$ cat config.mk
export PLATFORM = sky130hd
export DESIGN_NAME = alu_arbiter
export DESIGN_NICKNAME = d
export VERILOG_FILES = /design/src/rtl/alu_pkg.sv /design/src/rtl/alu2.sv /design/src/rtl/alu_arbiter.sv
export SDC_FILE = /design/constraint.sdc
export NUM_CORES = 1
export LEC_CHECK = 0
export ABC_CLOCK_PERIOD_IN_PS = 1650
export BUFFER_PORTS_ARGS = -buffer_cell sky130_fd_sc_hd__clkbuf_2
export CAP_MARGIN = 5
export CORE_AREA = 4 4 48 50
export DETAILED_ROUTE_END_ITERATION = 12
export DIE_AREA = 0 0 52 54
export PLACE_DENSITY = 0.69
export SYNTH_ARGS = -nofsm -noshare
export SYNTH_HDL_FRONTEND = slang
export SYNTH_HIERARCHICAL = 1
export SYNTH_SLANG_ARGS = --single-unit
$ cat constraint.sdc
create_clock -name clk -period 1.65 [get_ports clk]
set_clock_uncertainty 0.1 [all_clocks]
set_input_delay 0.0825 -clock clk [delete_from_list [all_inputs] [get_ports clk]]
set_output_delay 0.0825 -clock clk [all_outputs]
set_load 0.01 [all_outputs]
$ cat src/rtl/alu_pkg.sv
// alu_pkg: constants shared by the two-requester ALU arbiter.
//   - OP_* : 2-bit operation codes understood by alu2
//   - IDLE/EXEC/DONE : arbiter FSM state encoding
package alu_pkg;

  localparam logic [1:0] OP_AND  = 2'b00;
  localparam logic [1:0] OP_OR   = 2'b01;
  localparam logic [1:0] OP_XNOR = 2'b10;
  localparam logic [1:0] OP_NOTA = 2'b11;

  localparam logic [1:0] IDLE = 2'b00;
  localparam logic [1:0] EXEC = 2'b01;
  localparam logic [1:0] DONE = 2'b10;

endpackage

$ cat src/rtl/alu2.sv
// alu2: 2-bit combinational logic unit, the resource shared by the arbiter.
// Ports:
//   a, b : operands
//   op   : operation code (OP_AND, OP_OR, OP_XNOR, OP_NOTA; b ignored for NOTA)
//   f    : result
module alu2
  import alu_pkg::*;
(
  input  logic [1:0] a,
  input  logic [1:0] b,
  input  logic [1:0] op,
  output logic [1:0] f
);

  always_comb begin
    f = 2'b00;
    case (op)
      OP_AND:  f = a & b;
      OP_OR:   f = a | b;
      OP_XNOR: f = ~(a ^ b);
      OP_NOTA: f = ~a;
      default: f = 2'b00;
    endcase
  end

endmodule

$ cat src/rtl/alu_arbiter.sv
// alu_arbiter: grants one of two requesters access to a single alu2 and
// returns the result through a valid/ready result port.
// Ports:
//   clk, rst_n                  : clock, asynchronous active-low reset
//   reqN_valid/reqN_ready       : request handshake for requester N (N = 0, 1)
//   reqN_a, reqN_b, reqN_op     : operands and operation code of requester N
//   res_valid/res_ready         : result handshake
//   res_f, res_id               : result value and owning requester index
//   busy                        : FSM is not in IDLE
//   dbg_state                   : raw FSM state (IDLE/EXEC/DONE) for observation
// Parameter PRIO_FIXED: 0 = round robin, 1 = requester 0 always wins.
//
// Handshake rule: a transfer happens on a rising clk edge where valid and
// ready are both high; ready never depends on anything but state, the
// grant and valid, and a requester keeps valid and its operands stable
// until it sees its ready pulse.
module alu_arbiter
  import alu_pkg::*;
#(
  parameter int PRIO_FIXED = 0
) (
  input  logic       clk,
  input  logic       rst_n,
  input  logic       req0_valid,
  output logic       req0_ready,
  input  logic [1:0] req0_a,
  input  logic [1:0] req0_b,
  input  logic [1:0] req0_op,
  input  logic       req1_valid,
  output logic       req1_ready,
  input  logic [1:0] req1_a,
  input  logic [1:0] req1_b,
  input  logic [1:0] req1_op,
  output logic       res_valid,
  input  logic       res_ready,
  output logic [1:0] res_f,
  output logic       res_id,
  output logic       busy,
  output logic [1:0] dbg_state
);

  logic [1:0] state;
  logic       last_grant;
  logic       grant0;
  logic       grant1;
  logic       accept;
  logic [1:0] cap_a;
  logic [1:0] cap_b;
  logic [1:0] cap_op;
  logic       cap_id;
  logic [1:0] alu_f;

  // last_grant == 1 means requester 1 won last time, so requester 0 wins a tie.
  always_comb begin
    grant0 = 1'b0;
    grant1 = 1'b0;
    if (PRIO_FIXED != 0) begin
      grant0 = req0_valid;
      grant1 = req1_valid & ~req0_valid;
    end else if (req0_valid && req1_valid) begin
      grant0 = last_grant;
      grant1 = ~last_grant;
    end else begin
      grant0 = req0_valid;
      grant1 = req1_valid;
    end
  end

  // rst_n gates the readys so nothing looks accepted while reset is held.
  assign req0_ready = rst_n & (state == IDLE) & grant0;
  assign req1_ready = rst_n & (state == IDLE) & grant1;
  assign accept     = req0_ready | req1_ready;

  assign res_valid = (state == DONE);
  assign busy      = (state != IDLE);
  assign dbg_state = state;

  alu2 u_alu2 (
    .a  (cap_a),
    .b  (cap_b),
    .op (cap_op),
    .f  (alu_f)
  );

  always_ff @(posedge clk or negedge rst_n) begin
    if (!rst_n) begin
      state      <= IDLE;
      last_grant <= 1'b1;
      cap_a      <= 2'b00;
      cap_b      <= 2'b00;
      cap_op     <= 2'b00;
      cap_id     <= 1'b0;
      res_f      <= 2'b00;
      res_id     <= 1'b0;
    end else begin
      case (state)
        IDLE: begin
          if (accept) begin
            state      <= EXEC;
            last_grant <= req1_ready;
            cap_id     <= req1_ready;
            cap_a      <= req1_ready ? req1_a  : req0_a;
            cap_b      <= req1_ready ? req1_b  : req0_b;
            cap_op     <= req1_ready ? req1_op : req0_op;
          end
        end
        EXEC: begin
          state  <= DONE;
          res_f  <= alu_f;
          res_id <= cap_id;
        end
        DONE: begin
          if (res_ready) state <= IDLE;
        end
        default: state <= IDLE;
      endcase
    end
  end

endmodule

# Word level (Yosys, flattened, before mapping)
# Cells that the tools add are included.
# word_totals
register_bits	13
in_bits	17
output_inout_bits	9
elab_cells	40
# op_classes
n_eq_ne	7
muxes	9
n_bitwise	10
reduce_logical	6
# ops
cell	count
2-to-1 mux 2 bit	5
case mux 2 bit (4 select lines)	1
equality test 2 bit (second input constant)	3
case mux 2 bit (3 select lines)	1
equality test 2 x 1 -> 1 bit (second input constant)	2
logical NOT 2 bit	2
NOT 2 bit	2
AND reduction 2 bit	2
AND 1 bit	3
AND 2 bit	1
2-to-1 mux 1 bit	2
!= test 2 x 1 -> 1 bit (second input constant)	1
!= test 2 bit (second input constant)	1
OR 2 bit	1
nonzero test 2 bit	1
XOR 2 bit	1
logical AND 1 bit	1
NOT 1 bit	1
OR 1 bit	1

# Logic depth before layout (Yosys ltp)
# depth
ltp_word	6
ltp_mapped	5
mapped_depth_nobuf	5

# Modules after synthesis
# The synthesis kept the hierarchy.
# modules_own_cells
module	instances	cells_each	area_each_um2	seq_area_each_um2
alu_arbiter	1	61	629.4	326.6
alu2	1	14	132.6	0.0

# Worst setup path before layout
# OpenSTA, ideal clock, no wires.
# synth_timing
path_type	register to register
from	reg cap_a[0]
to	reg res_f[0]
setup_ns	0.125
arrival_ns	1.391
setup_slack_ns	0.034
path_stages_with_launch	6
cell_sequence	dfrtp_1 -> inv_1 -> ha_1 -> inv_1 -> mux4_1 -> mux2_2
# synth_via
elab_chain_len	3
elab_cells_between_ends	6
# synth_rtl
element	line	text
from (decl)	alu_arbiter.sv:47	logic [1:0] cap_a;
from (signal assigned)	alu_arbiter.sv:102	cap_a <= req1_ready ? req1_a : req0_a;
XOR 2 bit	alu2.sv:20	OP_XNOR: f = ~(a ^ b);
NOT 2 bit	alu2.sv:20	
case mux 2 bit (4 select lines) (*)	alu2.sv:17	case (op)
via alu_f[0]	alu_arbiter.sv:51	logic [1:0] alu_f;
to (signal assigned)	alu_arbiter.sv:109	res_f <= alu_f;
to (decl)	alu_arbiter.sv:36	output logic [1:0] res_f,
# The timed path passes the listed nets; every way through them passes the cells marked *.
# A chain may end at the register's enable or synchronous reset.

# Worst setup path after layout
# layout_timing
from	reg cap_b[0]
to	reg res_f[0]
# layout_via
elab_chain_len	3
elab_cells_between_ends	5
# layout_rtl
element	line	text
from (decl)	alu_arbiter.sv:48	logic [1:0] cap_b;
from (signal assigned)	alu_arbiter.sv:103	cap_b <= req1_ready ? req1_b : req0_b;
XOR 2 bit	alu2.sv:20	
NOT 2 bit	alu2.sv:20	
case mux 2 bit (4 select lines) (*)	alu2.sv:17	
via alu_f[0]	alu_arbiter.sv:51	
# Marked as above.

==> run summary <==
Cell area after layout: 1120 sq um
Worst-path fanout max: 3
CTS Buffer Depth: 2
Synthesized cell area: 762 sq um
Via Count: 726
Status: finished, violations left
Area grow syn2layout: 47.1%
Post-layout util: 58.9%
Switching Fraction: 35.1%
Clock slew at reported path FFs: 80 ps
Post-synth top area share: 39.4%
Main combinational cell family by area after synthesis: compound AO/OA/AOI/OAI gates
Synth Area in XOR/XNOR: 0%
Routed length per instance: 12.9 microns
CTS tree: built
Number of cell rows: 16
First-pass DRT Iterations: 4
First-iteration detailed-routing DRC count: 20
Post-Synth Simple-Gate Area: 12.5%
Seq pwr share: 38.9%
Global route overflow: 0
Routed wire length: 1.92 mm
Sequential share of the synthesized area: 42.9%
Req. time, crit path: 1720 ps
Port bufs: 25
Synth Warn #: 6
Synth Area in Adders: 6.57%
Final Hold Viols: 0
Leakage: 0.566 nW
First-pass GRT wire length: 3.28 mm
DRC viols: 0
Final Cycle Share: 101%
Hold Path Class: input pin to async pin
Power Density: 1300 nW/um^2
Avg Cell Area, Syn: 10.2 sq um
Detailed Place HPWL: 1.25 mm
Post-Syn Nets: 96
Total core area: 1900 sq um
Clk pwr share: 14.1%
Fin worst setup slack: -18.5 ps
I/O pin count: 26
Layout cell share with drive strength beyond 1: 39.3%
Register bit count reported by yosys: 13
Max-slew violations: 0
Htree depth: 1
Total Nets Final: 144
Vias per cell: 4.87
Failing checks: negative setup slack
Area after DPL: 913 sq um
Synth Area in Compound Gates: 18.4%
Endpoints failing setup: 2
Crit path kind: flop to flop
CTS Sinks: 13
Die Ht: 54 microns
Num CTS Buffers: 3
Comb pwr share: 46.9%
Critical path arrival: 1740 ps
Initial antenna violation count: 0
Synth area leaders: dfrtp_1 (39%), mux4_1 (6.9%), ha_1 (6.6%), a31oi_1 (4.9%), inv_1 (4.9%)
Sw Pwr: 0.512 mW
Diode count: 0
Remaining antenna violation count: 0
Actual slew at the worst max-slew pin: 505 ps
Max Clk Rate: 0.599 GHz
Mux cell area share after synthesis: 11.3%
RSZ-0062 raised after global routing: yes
Peak supply drop: 0.606 mV
WHS: 129 ps
Root Buffer: clkbuf_4
Placer congestion estimate: 0.753
Die area: 2810 sq um
Post-synthesis cell type count: 26
Clk Latency, worst-skew pair: 280 ps
Setup crit start kind: flop
Chip Width: 52 microns
Crit. End Element: flop
Post-layout min period: 1670 ps
Max_slew headroom: 66.2%
Total internal power: 0.947 mW
Largest net degree at the start of global routing: 12
Synth area leader: dfrtp_1
Vias in the first global route: 711
Initial core utilization: 40.1%
GRT Util Overall: 15.8%
Max_cap viols: 0
Syn Inst Count: 75
[final cells by class]
type	instances	area, sq um
Clock buffer	4	26.3
Multi-Input combinational cell	48	374
Timing Repair Buffer	46	318
Tap cell	27	33.8
Inverter	11	41.3
Sequential cell	13	328
Fill cell	168	781
[routing by layer]
metal	up-vias	part of all wire, %	global-route usage (%)
met5	-	0	0
met4	0	3.3	9.17
met3	6	4.8	1.66
met2	29	48	25.9
met1	333	44	20.2
li1	358	-	-
[power groups by stage]
stage	Combinational (mW)	Clock [mW]	Sequential, mW
floorplan	0.397	0	0.576
global placement	0.548	0	0.571
detailed placement	0.568	0	0.580
CTS	0.662	0.211	0.569
global route	0.769	0.224	0.590
finish	0.685	0.206	0.568
[synth_stat cells (all sizes together)]
cell,instances
buf,2
a21o,2
or2,2
a21oi,6
nand2b,2
a21bo,1
or3b,1
mux4,2
nor3b,1
dfrtp,12
nor2,2
nand3,6
nand2,1
o21ai,8
inv,11
mux2,3
dfstp,1
clkbuf,1
a31oi,6
a21boi,1
ha,4
[worst max-delay path, stage by stage, from the launching register on]
cell     delay (ps)
dfrtp_1         390
inv_1            60
ha_1            270
inv_1            30
mux4_2          440
mux2_4          280
[cells by family after synthesis]
group / count (synthesis)
muxes: 5
AOI/OAI and AO/OA: 24
DFF: 13
adders and majority gates: 4
buffers and inverters: 14
and+or+nand+nor: 15
[per-stage QoR]
stage	setup WS [ps]	power, mW	setup TNS [ps]	std cells
final	-18.5	1.46	-22.1	149
after CTS	-21.8	1.44	-21.8	147
after detailed placement	-38.3	1.15	-59.5	126
after global placement	-4.65	1.12	-4.65	126
after floorplan	34.3	0.974	0	75
after global routing	-84.9	1.58	-139	149
[placed cells by master (no fill, tap or decap), drive strengths merged]
master / synthesis / routed
nand2b: 2 / 2
a21bo: 1 / 1
ha: 4 / 4
a21o: 2 / 2
a21oi: 6 / 6
or2: 2 / 2
dlygate4sd3: 0 / 14
mux2: 3 / 3
dfrtp: 12 / 12
inv: 11 / 11
nand3: 6 / 6
a31oi: 6 / 6
or3b: 1 / 1
nor2: 2 / 2
dfstp: 1 / 1
nor3b: 1 / 1
buf: 2 / 7
clkbuf: 1 / 29
a21boi: 1 / 1
o21ai: 8 / 8
mux4: 2 / 2
nand2: 1 / 1
[state kept, by name, indices dropped and copies added, names as in the netlist]
name and count:
res_id 1, cap_op 2, cap_a 2, dbg_state 2, res_f 2, cap_id 1
last_grant 1, cap_b 2
[path summary, 6_finish.rpt]
path	start	to	slack, ps	cells past startpoint
worst min register to register	cap_id$_DFFE_PN0P_	cap_id$_DFFE_PN0P_	400	1
worst max-delay path	cap_b[0]$_DFFE_PN0P_	res_f[0]$_DFFE_PN0N_	-20	5
worst min-delay path	rst_n	res_id$_DFFE_PN0N_	130	2
min in group clk	rst_n	cap_b[1]$_DFFE_PN0P_	160	4
worst max register to register	cap_b[0]$_DFFE_PN0P_	res_f[0]$_DFFE_PN0N_	-20	5
max in group asynchronous	rst_n	last_grant$_DFFE_PN1P_	830	3
[what timing repair did]
action	CTS	global route
endpoints found under the hold margin	20	0
pin swaps	1	1
buffers inserted	3	2
endpoints found under the setup margin	4	4
hold buffers	14	0
gates cloned	0	0
gates resized for setup	3	2
Power figures use the tool's default switching activity.
